`src/rtl/conv_window_ctrl_if.sv`:
```
// Build-time defaults and the handshake bundle between the frame-config/stream
// source, the window controller and the line-buffer/MAC datapath.
package cfg_pkg;
    localparam string EXTEND_STRATEGY = "ZERO_PAD";
endpackage

interface conv_window_ctrl_if #(
    parameter int COL_W = 11,
    parameter int ROW_W = 11
);
    logic             cfg_vld;
    logic             cfg_rdy;
    logic [COL_W-1:0] cfg_width;
    logic [ROW_W-1:0] cfg_height;
    logic             in_vld;
    logic             in_rdy;
    logic             out_vld;
    logic             out_rdy;
    logic [ROW_W-1:0] out_row;
    logic [COL_W-1:0] out_col;
    logic [8:0]       out_tap_mask;
    logic [5:0]       out_row_sel;
    logic [5:0]       out_col_sel;
    logic             out_sof;
    logic             out_eof;
    logic             busy;

    // Source/sink side: drives config, pixel valid and descriptor ready.
    modport master (
        output cfg_vld, cfg_width, cfg_height, in_vld, out_rdy,
        input  cfg_rdy, in_rdy, out_vld, out_row, out_col, out_tap_mask,
               out_row_sel, out_col_sel, out_sof, out_eof, busy
    );

    // Controller side.
    modport slave (
        input  cfg_vld, cfg_width, cfg_height, in_vld, out_rdy,
        output cfg_rdy, in_rdy, out_vld, out_row, out_col, out_tap_mask,
               out_row_sel, out_col_sel, out_sof, out_eof, busy
    );
endinterface

```
`src/rtl/conv_window_ctrl.sv`:
```
// 3x3 window sequencer: paces the raster pixel stream so the line buffers
// always hold the rows a window needs, and emits one descriptor per output
// pixel with tap mask and edge-clamped tap selects.
module conv_window_ctrl #(
    parameter string EXTEND_STRATEGY = cfg_pkg::EXTEND_STRATEGY,
    parameter int    W_MAX           = 1024,
    parameter int    H_MAX           = 1024,
    parameter int    COL_W           = $clog2(W_MAX + 1),
    parameter int    ROW_W           = $clog2(H_MAX + 1)
) (
    input logic               clk,
    input logic               arst_n,
    conv_window_ctrl_if.slave bus
);
    localparam int LW  = COL_W + 2;
    localparam bit REP = (EXTEND_STRATEGY == "REPLICATE");

    localparam logic [COL_W-1:0] COL_ONE = 1;
    localparam logic [ROW_W-1:0] ROW_ONE = 1;
    localparam logic [LW-1:0]    LD_ONE  = 1;
    localparam logic [LW-1:0]    LD_TWO  = 2;

    generate
        if (EXTEND_STRATEGY != "ZERO_PAD" && EXTEND_STRATEGY != "REPLICATE") begin : g_bad_strategy
            $error("conv_window_ctrl: EXTEND_STRATEGY must be ZERO_PAD or REPLICATE");
        end
    endgenerate

    typedef enum logic {IDLE, RUN} state_t;

    state_t           state_q, state_d;
    logic [COL_W-1:0] w_q, w_d, in_col_q, in_col_d, c_q, c_d;
    logic [ROW_W-1:0] h_q, h_d, in_row_q, in_row_d, r_q, r_d;
    logic [LW-1:0]    lead_q, lead_d;
    logic             in_done_q, in_done_d;

    logic             run, in_rdy, out_vld, in_acc, out_acc;
    logic [COL_W-1:0] w_m1;
    logic [ROW_W-1:0] h_m1;
    logic [LW-1:0]    need;
    logic [2:0]       row_out, col_out;
    logic [8:0]       mask;
    logic [5:0]       rsel, csel;

    // Handshake decode; depends on registered state only.
    always_comb begin
        run     = (state_q == RUN);
        w_m1    = w_q - COL_ONE;
        h_m1    = h_q - ROW_ONE;
        // A window needs the whole next row plus the pixel to its right.
        need    = ((r_q < h_m1) ? {2'b00, w_q} : '0) + ((c_q < w_m1) ? LD_ONE : '0) + LD_ONE;
        in_rdy  = run && !in_done_q && (lead_q < ({2'b00, w_q} + LD_TWO));
        out_vld = run && (in_done_q || (lead_q >= need));
        in_acc  = bus.in_vld && in_rdy;
        out_acc = out_vld && bus.out_rdy;
    end

    // Tap validity and row/column selects for the current centre.
    always_comb begin
        // Bit 0 = offset -1 out of frame, bit 2 = offset +1 out of frame.
        row_out = {r_q == h_m1, 1'b0, r_q == '0};
        col_out = {c_q == w_m1, 1'b0, c_q == '0};
        mask    = '0;
        rsel    = '0;
        csel    = '0;
        for (int k = 0; k < 3; k++) begin
            for (int j = 0; j < 3; j++) begin
                mask[3*k+j] = REP ? 1'b1 : !(row_out[k] || col_out[j]);
            end
            rsel[2*k +: 2] = (REP && row_out[k]) ? 2'd1 : 2'(k);
            csel[2*k +: 2] = (REP && col_out[k]) ? 2'd1 : 2'(k);
        end
    end

    // Next-state: frame config in IDLE, pixel/window counters in RUN.
    always_comb begin
        state_d   = state_q;
        w_d       = w_q;
        h_d       = h_q;
        in_col_d  = in_col_q;
        in_row_d  = in_row_q;
        c_d       = c_q;
        r_d       = r_q;
        lead_d    = lead_q;
        in_done_d = in_done_q;
        case (state_q)
            IDLE: begin
                if (bus.cfg_vld) begin
                    w_d       = (bus.cfg_width  == '0) ? COL_ONE : bus.cfg_width;
                    h_d       = (bus.cfg_height == '0) ? ROW_ONE : bus.cfg_height;
                    in_col_d  = '0;
                    in_row_d  = '0;
                    c_d       = '0;
                    r_d       = '0;
                    lead_d    = '0;
                    in_done_d = 1'b0;
                    state_d   = RUN;
                end
            end
            RUN: begin
                if (in_acc) begin
                    if (in_col_q == w_m1) begin
                        in_col_d = '0;
                        in_row_d = in_row_q + ROW_ONE;
                        if (in_row_q == h_m1) in_done_d = 1'b1;
                    end else begin
                        in_col_d = in_col_q + COL_ONE;
                    end
                end
                if (out_acc) begin
                    if (c_q == w_m1) begin
                        c_d = '0;
                        r_d = r_q + ROW_ONE;
                        if (r_q == h_m1) state_d = IDLE;
                    end else begin
                        c_d = c_q + COL_ONE;
                    end
                end
                if (in_acc && !out_acc)      lead_d = lead_q + LD_ONE;
                else if (!in_acc && out_acc) lead_d = lead_q - LD_ONE;
            end
            default: state_d = IDLE;
        endcase
    end

    // State and counter registers.
    always_ff @(posedge clk or negedge arst_n) begin
        if (!arst_n) begin
            state_q   <= IDLE;
            w_q       <= '0;
            h_q       <= '0;
            in_col_q  <= '0;
            in_row_q  <= '0;
            c_q       <= '0;
            r_q       <= '0;
            lead_q    <= '0;
            in_done_q <= 1'b0;
        end else begin
            state_q   <= state_d;
            w_q       <= w_d;
            h_q       <= h_d;
            in_col_q  <= in_col_d;
            in_row_q  <= in_row_d;
            c_q       <= c_d;
            r_q       <= r_d;
            lead_q    <= lead_d;
            in_done_q <= in_done_d;
        end
    end

    assign bus.cfg_rdy      = !run;
    assign bus.in_rdy       = in_rdy;
    assign bus.out_vld      = out_vld;
    assign bus.out_row      = r_q;
    assign bus.out_col      = c_q;
    assign bus.out_tap_mask = mask;
    assign bus.out_row_sel  = rsel;
    assign bus.out_col_sel  = csel;
    assign bus.out_sof      = (r_q == '0) && (c_q == '0);
    assign bus.out_eof      = (r_q == h_m1) && (c_q == w_m1);
    assign bus.busy         = run;
endmodule

```
`src/flat_wrapper.sv`:
```
// flat-port wrapper written by rule: the top's interface ports become plain ports
module conv_window_ctrl_flat 
#(
    parameter string EXTEND_STRATEGY = cfg_pkg::EXTEND_STRATEGY,
    parameter int    W_MAX           = 1024,
    parameter int    H_MAX           = 1024,
    parameter int    COL_W           = $clog2(W_MAX + 1),
    parameter int    ROW_W           = $clog2(H_MAX + 1)
)
  (clk, arst_n, bus_cfg_vld, bus_cfg_width, bus_cfg_height, bus_in_vld, bus_out_rdy, bus_cfg_rdy, bus_in_rdy, bus_out_vld, bus_out_row, bus_out_col, bus_out_tap_mask, bus_out_row_sel, bus_out_col_sel, bus_out_sof, bus_out_eof, bus_busy);
  conv_window_ctrl_if #(.COL_W(COL_W), .ROW_W(ROW_W)) bus_i ();
  input logic clk;
  input logic arst_n;
  input wire logic [$bits(bus_i.cfg_vld)-1:0] bus_cfg_vld;
  input wire logic [$bits(bus_i.cfg_width)-1:0] bus_cfg_width;
  input wire logic [$bits(bus_i.cfg_height)-1:0] bus_cfg_height;
  input wire logic [$bits(bus_i.in_vld)-1:0] bus_in_vld;
  input wire logic [$bits(bus_i.out_rdy)-1:0] bus_out_rdy;
  output wire logic [$bits(bus_i.cfg_rdy)-1:0] bus_cfg_rdy;
  output wire logic [$bits(bus_i.in_rdy)-1:0] bus_in_rdy;
  output wire logic [$bits(bus_i.out_vld)-1:0] bus_out_vld;
  output wire logic [$bits(bus_i.out_row)-1:0] bus_out_row;
  output wire logic [$bits(bus_i.out_col)-1:0] bus_out_col;
  output wire logic [$bits(bus_i.out_tap_mask)-1:0] bus_out_tap_mask;
  output wire logic [$bits(bus_i.out_row_sel)-1:0] bus_out_row_sel;
  output wire logic [$bits(bus_i.out_col_sel)-1:0] bus_out_col_sel;
  output wire logic [$bits(bus_i.out_sof)-1:0] bus_out_sof;
  output wire logic [$bits(bus_i.out_eof)-1:0] bus_out_eof;
  output wire logic [$bits(bus_i.busy)-1:0] bus_busy;
  assign bus_i.cfg_vld = bus_cfg_vld;
  assign bus_i.cfg_width = bus_cfg_width;
  assign bus_i.cfg_height = bus_cfg_height;
  assign bus_i.in_vld = bus_in_vld;
  assign bus_i.out_rdy = bus_out_rdy;
  assign bus_cfg_rdy = bus_i.cfg_rdy;
  assign bus_in_rdy = bus_i.in_rdy;
  assign bus_out_vld = bus_i.out_vld;
  assign bus_out_row = bus_i.out_row;
  assign bus_out_col = bus_i.out_col;
  assign bus_out_tap_mask = bus_i.out_tap_mask;
  assign bus_out_row_sel = bus_i.out_row_sel;
  assign bus_out_col_sel = bus_i.out_col_sel;
  assign bus_out_sof = bus_i.out_sof;
  assign bus_out_eof = bus_i.out_eof;
  assign bus_busy = bus_i.busy;
  conv_window_ctrl #(.EXTEND_STRATEGY(EXTEND_STRATEGY), .W_MAX(W_MAX), .H_MAX(H_MAX), .COL_W(COL_W), .ROW_W(ROW_W)) u_core (.clk(clk), .arst_n(arst_n), .bus(bus_i));
endmodule
```
`config.mk`:
```
export PLATFORM = sky130hd
export DESIGN_NAME = conv_window_ctrl_flat
export DESIGN_NICKNAME = d
export VERILOG_FILES = /design/src/rtl/conv_window_ctrl_if.sv /design/src/rtl/conv_window_ctrl.sv /design/src/flat_wrapper.sv
export SDC_FILE = /design/constraint.sdc
export NUM_CORES = 1
export LEC_CHECK = 0
export CORE_ASPECT_RATIO = 2
export CORE_UTILIZATION = 35
export DETAILED_ROUTE_END_ITERATION = 6
export GPL_TIMING_DRIVEN = 0
export SYNTH_ARGS = -nofsm -noshare
export SYNTH_HDL_FRONTEND = slang
export SYNTH_SLANG_ARGS = --single-unit
export TNS_END_PERCENT = 30
```
`constraint.sdc`:
```
create_clock -name clk -period 9.3 [get_ports clk]
set_input_delay 2.325 -clock clk [delete_from_list [all_inputs] [get_ports clk]]
set_output_delay 2.325 -clock clk [all_outputs]
set_load 0.01 [all_outputs]
```
==> Yosys cells after proc, flatten, opt, wreduce, memory -nomap -nowiden <==
Cells that the tools add are included.
{ "totals": {"regBits": 81, "input_bits": 27, "out_inout_bits": 49, "word_cells": 104} }
{ "op_classes": {"addsub": 11, "order_cmp": 4, "eq_ne": 11, "n_mux": 31, "bitwise": 1, "n_reduce_logical": 37} }
{ "op_table": {"columns": ["operator", "n"], "rows": [
  ["two-way mux 11 bit", 12],
  ["case mux 11 bit (2 select lines)", 4],
  ["adder 11 x 1 -> 11 bit, second input constant", 4],
  ["equality test 11 bit", 4],
  ["logical NOT 11 bit", 4],
  ["two-way mux 13 bit", 3],
  ["adder 13 x 1 -> 13 bit, second input constant", 2],
  ["case mux 13 bit (2 select lines)", 1],
  ["less-than comparator 11 bit", 2],
  ["subtractor 11 x 1 -> 11 bit, second input constant", 2],
  ["adder 13 bit", 1],
  [">= comparator 13 bit", 1],
  ["less-than comparator 13 bit", 1],
  ["subtractor 13 x 1 -> 13 bit, second input constant", 1],
  ["adder 11 x 2 -> 12 bit, second input constant", 1],
  ["logical NOT 1 bit", 12],
  ["inequality test 2 bit, second input constant", 6],
  ["logical AND 1 bit", 9],
  ["two-way mux 1 bit", 9],
  ["AND reduction 2 bit", 4],
  ["AND reduction 3 bit", 2],
  ["logical OR 1 bit", 5],
  ["case mux 1 bit (2 select lines)", 2],
  ["AND reduction 4 bit", 1],
  ["2 further kinds", 2]
]} }

==> Depth between registers and ports, before layout <==
Gate-level depths: netlist of the first run.
{ "logic_depth": {"depth_word": 13, "depth_mapped": 36, "depth_no_buf": 35} }

==> Least setup slack after synthesis of the first run <==
OpenSTA, ideal clock, no wires.
{ "synth_path": {"kind": "flip-flop to flip-flop", "start": "reg u_core.h_q[0]", "end": "reg u_core.lead_q[11]", "setup_ns": 0.133, "arrival_ns": 7.326, "t_required_ns": 9.167, "slack_ns": 1.840, "stages_incl_launch_ff": 37, "path_buffers": 1, "period_less_slack_ns": 7.460, "path_cell_list": "dfrtp_1 > inv_1 > ha_1 > inv_1 > or4_1 > xor2_1 > ha_1 > a21o_1 > a21oi_1 > nor2b_1 > a2111oi_0 > clkbuf_1 > nand2_1 > ha_1 > inv_1 > ha_1 > nand2_1 > xnor2_1 > nand2_1 > ha_1 > o21a_1 > o2111ai_1 > o22ai_1 > a21oi_1 > a21oi_1 > clkinv_1 > ha_1 > inv_1 > ha_1 > a21o_1 > a21oi_1 > o21a_1 > o21ai_0 > a2111o_1 > a31oi_1 > xor2_1 > o21ai_0"} }
{ "synth_via": {"elab_chain_cells": 13, "word_cells_on_any_way": 16, "classes_between": "add/sub: 3; order compare: 2; eq/ne: 1; mux: 3; reduce/logical: 7"} }
{ "synth_rtl": {"columns": ["element", "line", "text"], "rows": [
  ["start, declared", "conv_window_ctrl.sv:33", "logic [ROW_W-1:0] h_q, h_d, in_row_q, in_row_d, r_q, r_d;"],
  ["start signal, assigned", "conv_window_ctrl.sv:131", "h_q <= '0;"],
  ["start signal, assigned", "conv_window_ctrl.sv:141", "h_q <= h_d;"],
  ["subtractor 11 x 1 -> 11 bit (*)", "conv_window_ctrl.sv:49", "h_m1 = h_q - ROW_ONE;"],
  ["less-than comparator 11 bit (*)", "conv_window_ctrl.sv:51", "need = ((r_q < h_m1) ? {2'b00, w_q} : '0) + ((c_q < w_m1) ? LD_ONE : '0) + LD_ONE;"],
  ["two-way mux 11 bit (*)", "conv_window_ctrl.sv:51", null],
  ["adder 13 bit (*)", "conv_window_ctrl.sv:51", null],
  ["adder 13 x 1 -> 13 bit (*)", "conv_window_ctrl.sv:51", null],
  [">= comparator 13 bit (*)", "conv_window_ctrl.sv:53", "out_vld = run && (in_done_q || (lead_q >= need));"],
  ["logical OR 1 bit (*)", "conv_window_ctrl.sv:53", null],
  ["logical AND 1 bit (*)", "conv_window_ctrl.sv:53", null],
  ["logical AND 1 bit (*)", "conv_window_ctrl.sv:55", "out_acc = out_vld && bus.out_rdy;"],
  ["logical NOT 1 bit", "conv_window_ctrl.sv:119", "if (in_acc && !out_acc) lead_d = lead_q + LD_ONE;"],
  ["logical AND 1 bit", "conv_window_ctrl.sv:119", null],
  ["two-way mux 13 bit or inequality test 3 bit (tied branches)", null, null],
  ["case mux 13 bit (2 select lines) or AND reduction 2 bit (tied branches)", null, null],
  ["end signal, assigned", "conv_window_ctrl.sv:146", "lead_q <= lead_d;"],
  ["end, declared", "conv_window_ctrl.sv:34", "logic [LW-1:0] lead_q, lead_d;"]
]} }
Every way passes the cells marked *; elsewhere a longest branch is shown, timed or not.
A chain may end at the register's enable or synchronous reset.

==> Worst setup path in the final report of the first run <==
{ "layout_path": {"start": "reg u_core.h_q[0]", "end": "out bus_out_vld"} }
{ "layout_via": {"elab_chain_cells": 8} }
{ "layout_rtl": {"columns": ["element", "line", "text"], "rows": [
  ["subtractor 11 x 1 -> 11 bit", "conv_window_ctrl.sv:49", null],
  ["less-than comparator 11 bit", "conv_window_ctrl.sv:51", null],
  ["two-way mux 11 bit", "conv_window_ctrl.sv:51", null],
  ["adder 13 bit", "conv_window_ctrl.sv:51", null],
  ["adder 13 x 1 -> 13 bit", "conv_window_ctrl.sv:51", null],
  [">= comparator 13 bit", "conv_window_ctrl.sv:53", null],
  ["logical OR 1 bit", "conv_window_ctrl.sv:53", null],
  ["logical AND 1 bit", "conv_window_ctrl.sv:53", null],
  ["end, declared", "flat_wrapper.sv:21", "output wire logic [$bits(bus_i.out_vld)-1:0] bus_out_vld;"]
]} }
Every way passes these cells.

==> qor.yml, run 1 <==
status:
  outcome: "finished, final reports clean"
floorplan:
  io_pins: 76
  initial_core_util: 0.360
  die-width_um: 99.3
  core-area_mm2: 0.0184
  die_h_um: 197
  dieArea_mm2: 0.0195
  fp-row-count: 70
timing:
  fin_crit_sh: 0.964
  tightest_slew_ns: 1.10
  rsz0062_at_grt: "false"
  timing.hold.ws_ns: 0.522
  fmax_mhz: 112
  setup_viol: 0
  clock_skew_ns: 0.00718
  period_minus_slack_ns: 8.97
  slew_headroom: 0.265
  hold_violations: 0
  slew_violations: 0
yosys:
  synth_top_cell_area_share: 0.306
  synth_area_leaders: "dfrtp_1 31%, ha_1 14%, nand2_1 6.9%"
  synth_cell_types: 69
  yosysSeqAreaShare: 0.306
  synth_commonest_cells: "121 x nand2_1, 81 x dfrtp_1, 73 x ha_1, 68 x nor2_1, 45 x xnor2_1"
  syn_inst: 782
  yosysMostFrequentCell: "nand2_1"
  syn_area_mm2: 0.00662
  synth.largest_area_cell: "dfrtp_1"
  yosys_warnings: 0
  synth_edf_count: 0
  syn_avg_cell_area_um2: 8.47
  ys.flop_type: "dfrtp_1"
  synth-seq-cells: 81
  synth-async-reset-ratio: 1.00
critical_path:
  slowest_stage: "clkdlybuf4s50_1"
  r2r-end: "u_core.lead_q[11]$_DFFE_PN0P_"
  startpoint_type: "flip-flop"
  crit_path_frequent_cell: "ha_1"
  crit_type: "reg -> out"
  path_cells: "inv_1 -> ha_1 -> inv_1 -> or4_1 -> xor2_1 -> ha_1 -> a21o_1 -> a21oi_1 -> nor2b_1 -> a2111oi_4 -> clkbuf_2 -> nand2_1 -> ha_1 -> nor2_2 -> nand3_1 -> xnor2_1 -> nand2_1 -> ha_1 -> o21a_1 -> o2111ai_1 -> o22ai_1 -> a21oi_2 -> a21oi_1 -> clkdlybuf4s50_1"
  arrival_ns: 6.64
  cp.depth: 24
  worst-path-buf-inv: 4
  r2r_cells: 35
  critical-path-top-delay-family: "compound AO/OA/AOI/OAI gates"
  crit_path_max_incr_delay_ns: 0.53
  end_kind: "primary output"
  r2r_slack_ns: 0.55
  reg2reg_from: "u_core.h_q[0]$_DFFE_PN0P_"
  required_ns: 6.98
  cp_max_fo: 10
clocking:
  clkLatencyLatePin_ns: 0.35
  htreeDepth: 3
  ctsHoldBuffers: 0
  cts_tree: "yes"
  cts.sink_count: 81
  path_clk_slew_ns: 0.07
  numCtsBuffers: 9
  cts-root-buf: "clkbuf_16"
  cts.path.max_buffers: 2
drt:
  route.met2.wl_um: 11300
  first_pass_iters: 4
  ant_nets: 0
  viasPerCell: 5.51
  drt_drc_violations_left: 0
  routed_wl_um: 19800
  drt_iter0_markers: 241
  met3_length_um: 594
  top_layer: "met4"
  wl_met1_um: 6880
  wl_per_cell_um: 18.2
  vias: 6002
grt:
  gr-total-overflow: 0
  grt_max_degree: 54
  grt_pass1_wl_um: 31100
  antenna_found_initial: 0
  grt_usage: 0.211
  grt_pass1_vias: 6100
worst_hold_path:
  whs_path_depth: 1
  hold_path.class: "reg -> reg"
  hold_start: "u_core.in_col_q[10]$_DFFE_PN0P_"
  hold_end: "u_core.in_col_q[10]$_DFFE_PN0P_"
power_and_ir_drop:
  powerDensity_mw_per_mm2: 243
  ir_drop_v: 0.0000986
  p_leak_nw: 3.62
  totalPowerFinal_mw: 1.92
final_layout:
  drive_gt1_frac: 0.0664
  n_antenna_cell: 0
  final_nets: 969
  area_growth_pct: 19.6
flow_run:
  maxCapViolations: 0
place:
  dp_hpwl_um: 15700
  io_buffers: 62
  gp_congestion: 0.849
sequential cells by signal (all words and copies together), names as in the netlist:
| signal | count |
|---|---|
| u_core.lead_q | 13 |
| u_core.bus.out_col | 11 |
| u_core.bus.out_row | 11 |
| u_core.h_q | 11 |
| u_core.in_col_q | 11 |
| u_core.in_row_q | 11 |
| u_core.w_q | 11 |
| u_core.bus.busy | 1 |
| u_core.in_done_q | 1 |
layer usage:
layer  vias up  GRT usage
met1      2888      0.196
met2       158      0.415
met4         0      0.135
met3        57     0.0312
li1       2899          -
met5         -          0
timing repair:
action,4_1_cts,5_1_grt
endpoints found under the setup margin,7,4
gates resized for setup,5,3
gates cloned,0,0
setup buffers,0,1
cells in the final DEF (no fill, tap or decap), drive strengths merged, types with 4 or more instances in the layout:
cell type and n:
clkdlybuf4s50 61, conb 13, xnor2 46, dfrtp 81, a22o 7, ha 73, nand2 121, o21a 5
nand3 30, a21oi 27, a31oi 8, and4 5, or4 4, a2111oi 5, nor4 11, and3 13
o21ai 42, clkbuf 27, nor3 11, nor2b 10, inv 34, buf 26, a21o 9, mux2i 5
nand2b 10, xor2 38, and2 8, nand4 15, nor2 68
power breakdown:
part	total (mW)	switching, mW	internal, mW
registers	0.533	0.109	0.425
logic	1.02	0.570	0.449
clock network	0.371	0.162	0.209
total	1.92	0.840	1.08
kinds of logic (layout without fill, tap and decap cells):
logic type,after synthesis,in the layout,share of synthesized area
AOI/OAI and AO/OA,140,140,0.144
xor gates and xnor gates,86,86,0.119
adders and majority gates,74,74,0.141
buffers and inverters,75,155,0.0525
DFF,81,81,0.306
muxes,5,5,0.00756
other,2,13,0.00113
and+or+nand+nor,319,319,0.229
final cells by class:
| cell class | count | area [um2] |
|---|---|---|
| Clock inverter | 6 | 67.6 |
| Fill cell | 1846 | 10500 |
| Multi-Input combinational cell | 637 | 4320 |
| Sequential cell | 81 | 2030 |
| Timing Repair Buffer | 64 | 653 |
| Clock buffer | 10 | 229 |
| Tap cell | 216 | 270 |
| Buffer | 40 | 218 |
| Inverter | 35 | 135 |
worst max path at each step:
stage                     slack, ns                             to                      start
after floorplan                1.84  u_core.lead_q[11]$_DFFE_PN0P_  u_core.h_q[0]$_DFFE_PN0P_
final                          0.33                    bus_out_vld  u_core.h_q[0]$_DFFE_PN0P_
after detailed placement      -0.85  u_core.lead_q[11]$_DFFE_PN0P_  u_core.h_q[0]$_DFFE_PN0P_
after CTS                      0.05  u_core.lead_q[11]$_DFFE_PN0P_  u_core.h_q[0]$_DFFE_PN0P_
after global placement        -0.84  u_core.lead_q[11]$_DFFE_PN0P_  u_core.h_q[0]$_DFFE_PN0P_
after global routing           0.03                    bus_out_vld  u_core.h_q[0]$_DFFE_PN0P_
stage by stage:
step | area, um2 | TNS, ns | instances | worst slack, ns | util
after detailed placement | 7580 | -3.62 | 1072 | -0.851 | 0.412
final | 7920 | 0 | 1089 | 0.332 | 0.431
after global placement | 7560 | -3.63 | 1071 | -0.840 | 0.411
after CTS | 7890 | 0 | 1088 | 0.0528 | 0.429
after floorplan | 6670 | 0 | 793 | 1.84 | -
after global routing | 7920 | 0 | 1089 | 0.0349 | 0.431
(Power assumes the default switching activity.)
==> run 2, diff against run 1 <==
--- a/config.mk
+++ b/config.mk
@@ -5,6 +5,7 @@
 export SDC_FILE = /design/constraint.sdc
 export NUM_CORES = 1
 export LEC_CHECK = 0
+export CAP_MARGIN = 20
 export CORE_ASPECT_RATIO = 2
 export CORE_UTILIZATION = 35
 export DETAILED_ROUTE_END_ITERATION = 6
==> run 2 against run 1 <==
Worst setup slack better by 0.016 ns. Design area is 0.85% higher. Combinational power about the same. Die area stayed put. Count of clock-buffer cells in the layout is the same. Largest cell class unchanged. Critical path type unchanged. Utilization is 0.37 points higher. Total power is 3.5% higher. Sequential power is essentially flat.
==> qor.yml, run 2 (synthesis gave the netlist of run 1 again) <==
drt:
  vias: 6004  # was 6002
  viasPerCell: 5.50  # was 5.51
  first_pass_iters: 5  # was 4
  drt_iter0_markers: 285  # was 241
  wl_per_cell_um: 18.2  # about the same
  routed_wl_um: 19800  # about the same
  drt_drc_violations_left: 0  # unchanged
  ant_nets: 0  # unchanged
power_and_ir_drop:
  p_switching_mw: 0.840  # about the same
  powerDensity_mw_per_mm2: 249  # was 243 mW/mm2
  clock_power_share: 0.213  # was 0.193
  power.share.sequential: 0.268  # was 0.277
  p_leak_nw: 3.66  # was 3.62 nW
  ir_drop_v: 0.0000994  # was 0.0000986 V
  p_sw_frac: 0.422  # was 0.437
  combPwrFrac: 0.519  # was 0.530
  p_int_mw: 1.15  # was 1.08 mW
timing:
  rsz0062_at_grt: "false"  # unchanged
  fin_crit_sh: 0.963  # was 0.964
  period_minus_slack_ns: 8.95  # was 8.97 ns
  hold_violations: 0  # unchanged
  timing.final.ws_setup_ns: 0.348  # was 0.332 ns
  clock_skew_ns: 0.00619  # was 0.00718 ns
  fmax_mhz: 112  # about the same
  slew_headroom: 0.411  # was 0.265
  slew_violations: 0  # unchanged
  setup_viol: 0  # unchanged
  tightest_slew_ns: 0.876  # was 1.10 ns
worst_hold_path:
  hold_start: "u_core.in_col_q[10]$_DFFE_PN0P_"  # unchanged
  hold_path.class: "reg -> reg"  # unchanged
  whs_path_depth: 1  # unchanged
  hold_end: "u_core.in_col_q[10]$_DFFE_PN0P_"  # unchanged
final_layout:
  top_register: "u_core.lead_q"  # unchanged
  fill_cells: 1871  # was 1846
  drive_gt1_frac: 0.0697  # was 0.0664
  final_nets: 972  # was 969
  n_antenna_cell: 0  # unchanged
  layout_commonest_cell: "nand2_1"  # unchanged
  area_growth_pct: 20.6  # was 19.6%
  largest_register_ffs: 13  # unchanged
  final_cell_area_mm2: 0.00799  # was 0.00792 mm2
  layout_common_cells: "121 x nand2_1, 81 x dfrtp_1, 73 x ha_1, 67 x nor2_1, 61 x clkdlybuf4s50_1"  # unchanged
critical_path:
  r2r_slack_ns: 0.63  # was 0.55 ns
  reg2reg_from: "u_core.h_q[0]$_DFFE_PN0P_"  # unchanged
  crit_type: "reg -> out"  # unchanged
  end_kind: "primary output"  # unchanged
  cp_max_fo: 10  # unchanged
  r2r-end: "u_core.lead_q[11]$_DFFE_PN0P_"  # unchanged
  startpoint_type: "flip-flop"  # unchanged
  arrival_ns: 6.63  # was 6.64 ns
  r2r_cells: 36  # was 35
  required_ns: 6.98  # about the same
place:
  dp_hpwl_um: 15700  # about the same
  gp_congestion: 0.849  # unchanged
  place_area_mm2: 0.00758  # about the same
  pre_cts_ws_ns: -0.466  # was -0.851 ns
  io_buffers: 62  # unchanged
clocking:
  cts_tree: "yes"  # unchanged
  cts-root-buf: "clkbuf_16"  # unchanged
  cts.path.max_buffers: 2  # unchanged
  cts.sink_count: 81  # unchanged
  ctsHoldBuffers: 0  # unchanged
  numCtsBuffers: 9  # unchanged
  clkLatencyLatePin_ns: 0.35  # about the same
  path_clk_slew_ns: 0.06  # was 0.07 ns
  htreeDepth: 3  # unchanged
floorplan:
  die_h_um: 197  # unchanged
  fp-row-count: 70  # unchanged
  initial_core_util: 0.360  # unchanged
  dieArea_mm2: 0.0195  # unchanged
  io_pins: 76  # unchanged
  die-width_um: 99.3  # unchanged
  core-area_mm2: 0.0184  # unchanged
grt:
  grt_pass1_vias: 6107  # was 6100
  grt_usage: 0.211  # about the same
  grt_max_degree: 54  # unchanged
  gr-total-overflow: 0  # unchanged
  antenna_found_initial: 0  # unchanged
  grt_pass1_wl_um: 31300  # was 31100 um
flow_run:
  maxCapViolations: 0  # unchanged
status:
  outcome: "finished, final reports clean"  # unchanged
## run 2: timing repair
| action | 4_1_cts | 5_1_grt |
|---|---|---|
| endpoints found under the hold margin | 0 | 0 |
| resized for setup | 3 | 6 |
| pin swaps | 0 | 0 |
| buffers inserted | 0 | 2 |
| cloned | 0 | 0 |
| endpoints found under the setup margin | 6 | 6 |
## run 2: critical path, stage by stage (launching register included)
cell,delay (ns)
dfrtp_1,0.43
inv_1,0.14
ha_1,0.26
inv_1,0.07
or4_1,0.54
xor2_2,0.29
ha_1,0.31
a21o_1,0.18
a21oi_1,0.14
nor2b_1,0.06
a2111oi_1,0.44
buf_1,0.22
clkbuf_2,0.27
nand2_1,0.13
ha_1,0.23
nor2_2,0.27
nand3_1,0.14
xnor2_1,0.18
nand2_1,0.08
ha_1,0.29
o21a_1,0.20
o2111ai_1,0.25
o22ai_1,0.22
a21oi_4,0.29
a21oi_1,0.13
clkdlybuf4s50_1,0.53
## run 2: layout make-up
| class | count | area, um2 | area share |
|---|---|---|---|
| Buffer | 40 | 218 | 0.0273 |
| Clock buffer | 10 | 239 | 0.0299 |
| Clock inverter | 5 | 104 | 0.0130 |
| Inverter | 35 | 135 | 0.0169 |
| Multi-Input combinational cell | 637 | 4320 | 0.541 |
| Sequential cell | 81 | 2030 | 0.254 |
| Tap cell | 216 | 270 | 0.0338 |
| Timing Repair Buffer | 67 | 669 | 0.0838 |
## run 2: metrics by stage
step	std cells	TNS, ns	hold slack, ns	power, mW	utilization
2_1_floorplan	793	0	0.475	1.22	-
3_3_place_gp	1071	-3.63	0.497	1.53	0.411
3_5_place_dp	1073	-1.26	0.515	1.55	0.412
4_1_cts	1088	0	0.525	1.98	0.431
5_1_grt	1091	0	0.536	2.15	0.434
6_report	1091	0	0.522	1.99	0.434
## run 2: routing by layer
metal  GRT usage  up-vias  part of all wire
li1            -     2896                 -
met2       0.421      149              0.57
met1       0.201     2900              0.35
met4       0.124        0             0.050
met5           0        -                 0
met3      0.0188       59             0.025
## run 2: power by group through the flow
stage | clock (mW) | combinational [mW] | sequential (mW)
2_1_floorplan | 0 | 0.714 | 0.504
5_1_grt | 0.447 | 1.16 | 0.544
3_3_place_gp | 0 | 0.990 | 0.538
6_report | 0.424 | 1.03 | 0.534
4_1_cts | 0.431 | 1.02 | 0.533
3_5_place_dp | 0 | 1.01 | 0.539
## run 2: worst max path at each step
stage                                    from                            end  slack, ns  cells after the start
floorplan           u_core.h_q[0]$_DFFE_PN0P_  u_core.lead_q[11]$_DFFE_PN0P_       1.84                     36
global placement    u_core.h_q[0]$_DFFE_PN0P_  u_core.lead_q[11]$_DFFE_PN0P_      -0.84                     34
detailed placement  u_core.h_q[0]$_DFFE_PN0P_  u_core.lead_q[11]$_DFFE_PN0P_      -0.47                     35
CTS                 u_core.h_q[0]$_DFFE_PN0P_                    bus_out_vld     0.0007                     25
global route        u_core.h_q[0]$_DFFE_PN0P_                    bus_out_vld      0.005                     25
finish              u_core.h_q[0]$_DFFE_PN0P_                    bus_out_vld       0.35                     25
==> run 3, diff against run 2 <==
--- a/config.mk
+++ b/config.mk
@@ -10,6 +10,8 @@
 export CORE_UTILIZATION = 35
 export DETAILED_ROUTE_END_ITERATION = 6
 export GPL_TIMING_DRIVEN = 0
+export HOLD_SLACK_MARGIN = 0.1
+export SLEW_MARGIN = 15
 export SYNTH_ARGS = -nofsm -noshare
 export SYNTH_HDL_FRONTEND = slang
 export SYNTH_SLANG_ARGS = --single-unit
==> results of run 3 <==
Final layout, timing and power as in run 2 (identical DEF).
